<file path="config.mk">
export PLATFORM = sky130hd
export DESIGN_NAME = alu_md
export DESIGN_NICKNAME = d
export VERILOG_FILES = /design/src/rtl/alu_md.sv
export SDC_FILE = /design/constraint.sdc
export NUM_CORES = 2
export LEC_CHECK = 0
export ABC_AREA = 1
export BUFFER_PORTS_ARGS = -buffer_cell sky130_fd_sc_hd__buf_4
export CORE_UTILIZATION = 33
export DETAILED_ROUTE_END_ITERATION = 6
export GPL_ROUTABILITY_DRIVEN = 0
export HOLD_SLACK_MARGIN = 0.1
export PLACE_DENSITY = 0.52
export SLEW_MARGIN = 20
export SYNTH_ARGS = -nofsm -noshare
export SYNTH_HDL_FRONTEND = slang
export SYNTH_SLANG_ARGS = --single-unit
</file>
<file path="constraint.sdc">
create_clock -name clk -period 3 [get_ports clk]
set_input_delay 0.15 -clock clk [delete_from_list [all_inputs] [get_ports clk]]
set_output_delay 0.15 -clock clk [all_outputs]
set_load 0.05 [all_outputs]
</file>
<file path="src/rtl/alu_md.sv">
// alu_md: combinational ALUFun datapath plus a sequential radix-2 multiply/divide unit
// with HI/LO registers and a start/busy/done handshake.
module alu_md #(
   parameter int WIDTH = 32,
   parameter int SHW   = $clog2(WIDTH)
) (
   input  logic             clk,
   input  logic             reset,
   input  logic [WIDTH-1:0] A,
   input  logic [WIDTH-1:0] B,
   input  logic [5:0]       ALUFun,
   input  logic             Sign,
   input  logic             start,
   input  logic [1:0]       md_op,
   output logic [WIDTH-1:0] Z,
   output logic             busy,
   output logic             done,
   output logic [WIDTH-1:0] HI,
   output logic [WIDTH-1:0] LO
);
   typedef enum logic [1:0] {IDLE, RUN, FIX, DONE} state_t;
   state_t             r_state, w_next;
   logic [SHW-1:0]     r_cnt;
   logic [WIDTH-1:0]   r_u, r_l, r_b, r_araw, r_hi, r_lo;
   logic               r_div, r_nq, r_nr, r_dz;
   logic [WIDTH-1:0]   w_arith, w_logic, w_shift, w_sra, w_mag_a, w_mag_b, w_fhi, w_flo;
   logic [WIDTH:0]     w_sum, w_sh, w_dif;
   logic [2*WIDTH-1:0] w_prod;
   logic               w_lt, w_flag, w_idle, w_go, w_mv;
   always_comb begin
      w_arith = ALUFun[0] ? A - B : A + B;
      w_logic = ALUFun[3:0] == 4'b1000 ? A & B :
                ALUFun[3:0] == 4'b1110 ? A | B :
                ALUFun[3:0] == 4'b0110 ? A ^ B :
                ALUFun[3:0] == 4'b0001 ? ~(A | B) : A;
      // kept in its own assignment so the shift stays arithmetic
      w_sra   = $signed(B) >>> A[SHW-1:0];
      w_shift = ALUFun[1:0] == 2'b01 ? B >> A[SHW-1:0] :
                ALUFun[1:0] == 2'b11 ? w_sra : B << A[SHW-1:0];
      w_lt    = Sign ? $signed(A) < $signed(B) : A < B;
      w_flag  = ALUFun[3:1] == 3'b001 ? A == B :
                ALUFun[3:1] == 3'b000 ? A != B :
                ALUFun[3:1] == 3'b010 ? w_lt :
                ALUFun[3:1] == 3'b101 ? A[WIDTH-1] :
                ALUFun[3:1] == 3'b110 ? A[WIDTH-1] | (A == '0) :
                ALUFun[3:1] == 3'b111 ? ~A[WIDTH-1] & (A != '0) : 1'b0;
      Z = ALUFun[5:4] == 2'b00 ? w_arith :
          ALUFun[5:4] == 2'b01 ? w_logic :
          ALUFun[5:4] == 2'b10 ? w_shift : {{(WIDTH-1){1'b0}}, w_flag};
   end
   always_comb begin
      w_idle  = r_state == IDLE || r_state == DONE;
      w_go    = w_idle & start & ~md_op[1];
      w_mv    = w_idle & start & md_op[1];
      w_mag_a = Sign && A[WIDTH-1] ? -A : A;
      w_mag_b = Sign && B[WIDTH-1] ? -B : B;
      w_sum   = {1'b0, r_u} + {1'b0, r_l[0] ? r_b : '0};
      w_sh    = {r_u, r_l[WIDTH-1]};
      w_dif   = w_sh - {1'b0, r_b};
      w_prod  = r_nq ? -{r_u, r_l} : {r_u, r_l};
      w_fhi   = !r_div ? w_prod[2*WIDTH-1:WIDTH] : r_dz ? r_araw : r_nr ? -r_u : r_u;
      w_flo   = !r_div ? w_prod[WIDTH-1:0] : r_dz ? '1 : r_nq ? -r_l : r_l;
   end
   always_ff @(posedge clk) begin
      if (reset) r_state <= IDLE;
      else r_state <= w_next;
   end
   always_comb begin
      w_next = r_state == RUN ? (r_cnt == SHW'(WIDTH - 1) ? FIX : RUN) :
               r_state == FIX ? DONE :
               w_go ? RUN : w_mv ? DONE : IDLE;
   end
   always_comb begin
      busy = r_state == RUN || r_state == FIX;
      done = r_state == DONE;
      HI   = r_hi;
      LO   = r_lo;
   end
   always_ff @(posedge clk) begin
      if (reset) begin
         r_cnt  <= '0;
         r_hi   <= '0;
         r_lo   <= '0;
         r_u    <= '0;
         r_l    <= '0;
         r_b    <= '0;
         r_araw <= '0;
         r_div  <= 1'b0;
         r_nq   <= 1'b0;
         r_nr   <= 1'b0;
         r_dz   <= 1'b0;
      end else begin
         if (w_go) begin
            r_u    <= '0;
            r_l    <= w_mag_a;
            r_b    <= w_mag_b;
            r_araw <= A;
            r_div  <= md_op[0];
            r_nq   <= Sign & (A[WIDTH-1] ^ B[WIDTH-1]);
            r_nr   <= Sign & A[WIDTH-1];
            r_dz   <= B == '0;
            r_cnt  <= '0;
         end
         if (w_mv & ~md_op[0]) r_hi <= A;
         if (w_mv & md_op[0]) r_lo <= A;
         // r_u/r_l hold product high/low for MULT, remainder/shifting quotient for DIV
         if (r_state == RUN) begin
            r_cnt <= r_cnt + 1'b1;
            if (!r_div) begin
               r_u <= w_sum[WIDTH:1];
               r_l <= {w_sum[0], r_l[WIDTH-1:1]};
            end else if (!w_dif[WIDTH]) begin
               r_u <= w_dif[WIDTH-1:0];
               r_l <= {r_l[WIDTH-2:0], 1'b1};
            end else begin
               r_u <= w_sh[WIDTH-1:0];
               r_l <= {r_l[WIDTH-2:0], 1'b0};
            end
         end
         if (r_state == FIX) begin
            r_hi <= w_fhi;
            r_lo <= w_flo;
         end
      end
   end
endmodule
</file>
# Yosys cells after proc, flatten, opt, wreduce, memory -nomap -nowiden
# Cells that the tools add are included.
# Widths: inputs -> output; s select.
# op_classes
n_mux,46
eq_ne,19
add_sub_neg,10
magnitude_cmp,2
n_reduce_logical,13
bitwise,17
shifts,3
# op_table
op,count
$mux 32,30
$neg 32->32,4
$logic_not 32->1,2
$lt 32x32->1,2
$mux 64,1
$neg 64->64,1
$add 32x32->33,1
$sub 33x32->33,1
$add 32x32->32,1
$and 32x32->32,1
$eq 32x32->1,1
$ne 32x32->1,1
$not 32->32,1
$or 32x32->32,1
$reduce_bool 32->1,1
$shl 32x5->32,1
$shr 32x5->32,1
$sshr 32x5->32,1
$sub 32x32->32,1
$xor 32x32->32,1
$mux 2,5
$mux 5,2
$eq 3x3->1 const B,3
$and 1x1->1,8
other kinds (18),38
# totals
input_bits,76
elab_cells,122
reg_bits,203
out_inout_bits,98

# Longest topological paths before layout
# depth
depth_word,11
mapped_depth,22
mapped_depth_nobuf,19

# Worst setup path before layout
# Ideal clock, no wire load.
# synth_path
path_type,input to output
from,in A[1]
to,out Z[29]
stages,20
setup_slack_ns,0.185
required_time_ns,2.850
t_arrival_ns,2.665
path_cell_list,buf_6 inv_2 buf_2 buf_1 ha_1 inv_1 nand3_1 nand2_1 inv_1 o21ai_1 nand2_1 nand2_1 nand3_1 nand2_1 nand2_1 nand2_1 nand2_1 nand2_1 nand2_1 nand2_1
# synth_via
elab_chain_cells,6
word_cells_on_any_way,11
# synth_rtl
element,line_no,text
start: declaration,9,"input logic [WIDTH-1:0] A,"
branches (longest 5 deep; another with $add 32x32->32),n/a,
$mux 32 (*),47,Z = ALUFun[5:4] == 2'b00 ? w_arith :
end: declaration,15,"output logic [WIDTH-1:0] Z,"
# Every way passes the cells marked *.

# Final worst setup path
# layout_path
from,in A[0]
to,out Z[22]
# The elaborated chain is that of the path after synthesis.

==> key figures <==
Critical path
  • Startpoint Class: input port
  • Setup crit end kind: output port
  • Critical path arrival: 2.70 ns
  • Worst EP required: 2.85 ns
  • CP max-delay cell: fa_1
  • Critical path type: in -> out
  • Worst path cell trace: buf_4 -> ha_1 -> inv_1 -> fa_1 -> nand3b_1 -> nand2_1 -> inv_1 -> o21ai_1 -> buf_4 -> nand3_1 -> nand2_1 -> xor2_1 -> nand2_1 -> nand2_1 -> nand2_1 -> nand2_1 -> buf_4
  • Cell mode on critical path: nand2_1
  • CP Max Fanout: 10
  • Delay of the slowest cell on the worst path: 0.40 ns

Synth
  • Primary FF master, synth: dfxtp_1
  • Synth async-reset ratio: 0%
  • Mapped Area: 29100 sq um
  • Seq cells post-synth: 203
  • Synth Area per Inst: 5.35 sq um
  • Post-synthesis sequential area ratio: 14.0%
  • Synth Warn #: 0
  • Number of flops mapped to enable cells by yosys: 0
  • Synthesized Nets: 5688
  • Cell variety after synth: 57
  • Mapped Cells: 5439

Power and ir drop
  • Clock power share: 16.6%
  • Leakage: 17.1 nW
  • Pint: 0.00875 W
  • Gate power share: 64.3%
  • Switching Fraction: 55.0%
  • Max VDD drop: 593 uV
  • Psw: 0.0107 W
  • Power Dens Cells: 570 nW/um^2
  • Reg power frac: 19.1%

Clocking
  • CTS max path bufs: 3
  • Htree depth: 1
  • Post-CTS setup buffers: 0
  • CTS sink count: 203
  • Clock root cell: clkbuf_16
  • Clk slew on worst S/H paths: 0.06 ns
  • Worst-Skew Late Latency: 0.58 ns
  • TritonCTS clock tree: built
  • TritonCTS buffer count: 24

Route
  • Final ANT Viol Nets: 0
  • DRT iter0 DRCs: 5153
  • Final WL: 154000 microns
  • DR WL/cell: 22.5 microns
  • Drc violations: 6
  • Iteration count of the initial detailed-routing pass: 7
  • Via count: 38300
  • Vias per inst: 5.61

Finish
  • Nets: 5904
  • Diodes inserted: 0
  • Multi-input gate area: 21500 sq um
  • Layout cells sized above 1: 8.92%
  • FILL cells: 9992
  • FF/Latch Area: 4070 sq um
  • Area added between synthesis and finish: 17.4%

Global route
  • GR Overflow Total: 0
  • Global-route wire length before repair: 223000 microns
  • Total Routing Usage GR: 32.9%
  • Vias in the first global route: 34500
  • Largest net degree at the start of global routing: 105
  • Initial antenna violation count: 8

Outcome
  • Outcome: finished, violations left
  • Failing checks: DRC

Timing
  • Setup TNS: 0 ns
  • Final Max Tran Viols: 0
  • Final Hold Vio Count: 0
  • Worst-margin pin slew: 1.08 ns
  • Final setup fails: 0
  • Worst Clk Skew: 0.0286 ns
  • Ratio of final minimum period to clock period: 95.1%
  • Worst Slack Setup Final: 0.148 ns
  • Max_slew headroom: 27.9%
  • Max Fclk: 351 MHz
  • Post-route minimum period: 2.85 ns
  • Setup repair after global routing missed its margin: no
  • Final hold slack: 0.112 ns

Place
  • Port bufs: 173
  • Pre-CTS setup slack: 0.166 ns
  • Hpwl dp: 121000 microns

Hold path
  • HP Class: in -> reg

Job
  • Max-cap check violation count: 0

Floorplan
  • Starting Density: 33.4%
  • Die footprint: 89300 sq um
  • Die Y: 299 microns
  • Die W: 299 microns
  • Floorplan row count: 108
  • Num ports: 174
  • Core area: 87000 sq um
-- cell families (layout without fill, tap and decap cells) --
kind of cell / count (synthesis) / count (layout) / synth area share, %
and+or+nand+nor: 2714 / 2714 / 38.4
AOI/OAI and AO/OA: 1311 / 1311 / 24.6
buffers and inverters: 941 / 1173 / 12.5
DFF: 203 / 203 / 14.0
adders and majority gates: 173 / 173 / 7.55
xor gates and xnor gates: 88 / 88 / 2.65
muxes: 9 / 9 / 0.310
-- per-stage QoR --
| stage | instance area [sq um] | power [W] | instances | utilization [%] |
|---|---|---|---|---|
| floorplan | 29100 | 0.0116 | 5439 | - |
| global placement | 32600 | 0.0158 | 6723 | 37.5 |
| detailed placement | 32600 | 0.0158 | 6723 | 37.5 |
| CTS | 34100 | 0.0191 | 6826 | 39.2 |
| global route | 34100 | 0.0206 | 6826 | 39.2 |
| finish | 34100 | 0.0194 | 6826 | 39.2 |
-- synth_stat cells, types with 15 or more instances --
cell | number | area (sq um)
inv_2 | 15 | 56.3
nor3_1 | 48 | 240
o21ai_0 | 452 | 2260
o21a_1 | 16 | 120
clkbuf_1 | 177 | 664
nor2_1 | 485 | 1820
o21ai_1 | 143 | 716
o211ai_1 | 64 | 480
xor2_1 | 81 | 709
o21bai_1 | 25 | 188
nand2_1 | 1642 | 6160
ha_1 | 169 | 2110
nand4_1 | 59 | 369
o221ai_1 | 16 | 140
a31oi_1 | 59 | 369
buf_2 | 33 | 165
dfxtp_1 | 203 | 4060
o31ai_1 | 30 | 225
nand3_1 | 416 | 2080
a21oi_1 | 459 | 2300
buf_1 | 50 | 188
inv_1 | 651 | 2440
-- cell usage in the layout, fill, tap and decap left out, types with 6 or more instances in the layout --
| cell | Yosys | layout |
|---|---|---|
| ha_1 | 169 | 165 |
| o21ai_0 | 452 | 452 |
| o21bai_1 | 25 | 25 |
| clkinv_1 | 6 | 6 |
| dlygate4sd3_1 | 0 | 61 |
| nor2_1 | 485 | 478 |
| inv_1 | 651 | 647 |
| a21o_1 | 12 | 12 |
| o31ai_1 | 30 | 30 |
| a31oi_1 | 59 | 59 |
| mux2i_1 | 9 | 9 |
| buf_4 | 4 | 382 |
| xor2_1 | 81 | 81 |
| a211oi_1 | 6 | 6 |
| nor2_2 | 4 | 8 |
| dfxtp_1 | 203 | 201 |
| o22ai_1 | 12 | 12 |
| nand2_2 | 9 | 11 |
| nand3b_1 | 12 | 12 |
| o21ai_1 | 143 | 141 |
| xnor2_1 | 7 | 7 |
| clkbuf_8 | 0 | 6 |
| nand3_1 | 416 | 415 |
| o211ai_1 | 64 | 64 |
| or2_1 | 7 | 7 |
| nor3_1 | 48 | 48 |
| nor2_4 | 6 | 9 |
| clkbuf_16 | 0 | 24 |
| inv_2 | 15 | 19 |
| nand4_1 | 59 | 59 |
| o21a_1 | 16 | 16 |
| o221ai_1 | 16 | 16 |
| nand2_1 | 1642 | 1640 |
| a21oi_1 | 459 | 458 |
| buf_12 | 0 | 15 |
-- power groups by stage --
stage               Combinational, W  Sequential, W  Clock (W)
floorplan                    0.00759        0.00396          0
global placement              0.0120        0.00374          0
detailed placement            0.0120        0.00373          0
CTS                           0.0122        0.00368    0.00328
global route                  0.0135        0.00376    0.00337
finish                        0.0125        0.00372    0.00323
-- layer usage --
| layer | wire (microns) | up-vias | GRT usage [%] |
|---|---|---|---|
| met5 | 62 | - | 0 |
| met4 | 10000 | 12 | 18.1 |
| met3 | 16200 | 427 | 5.61 |
| met2 | 64100 | 2161 | 49.7 |
| met1 | 63200 | 17500 | 44.3 |
| li1 | - | 18200 | - |
-- worst max-delay path, delay by kind of cell --
kind                       cells  cell delay (ns)
AOI/OAI and AO/OA              1             0.16
adders and majority gates      2             0.63
buffers and inverters          5             0.70
and+or+nand+nor                8             0.88
xor gates and xnor gates       1             0.17
-- what timing repair did --
action,CTS,global route
resized for setup,0,10
endpoints found under the setup margin,0,5
hold buffers,61,0
endpoints found under the hold margin,94,0
-- registers in the layout, indices dropped and copies added (netlist names) --
signal,cells
HI,32
LO,32
r_araw,32
r_b,32
r_cnt,5
r_div,1
r_dz,1
r_l,32
r_nq,1
r_nr,1
r_state,2
r_u,32
-- layout make-up --
| cell class | count | area share, % |
|---|---|---|
| Sequential cell | 203 | 11.9 |
| Multi-Input combinational cell | 4295 | 62.9 |
| Inverter | 672 | 7.39 |
| Clock buffer | 34 | 2.05 |
| Tap cell | 1155 | 4.23 |
| Timing Repair Buffer | 459 | 11.1 |
| Clock inverter | 8 | 0.403 |
-- path summary, 6_finish.rpt --
path              endpoint  slack, ns  startpoint  depth (start not counted)
setup / recovery     Z[22]       0.15        A[0]                         17
hold / removal      r_b[9]       0.11        B[9]                          4
setup reg to reg   r_u[26]       0.18      r_l[0]                         17
hold reg to reg   r_cnt[4]       0.47    r_cnt[4]                          2
(Power assumes the default switching activity.)
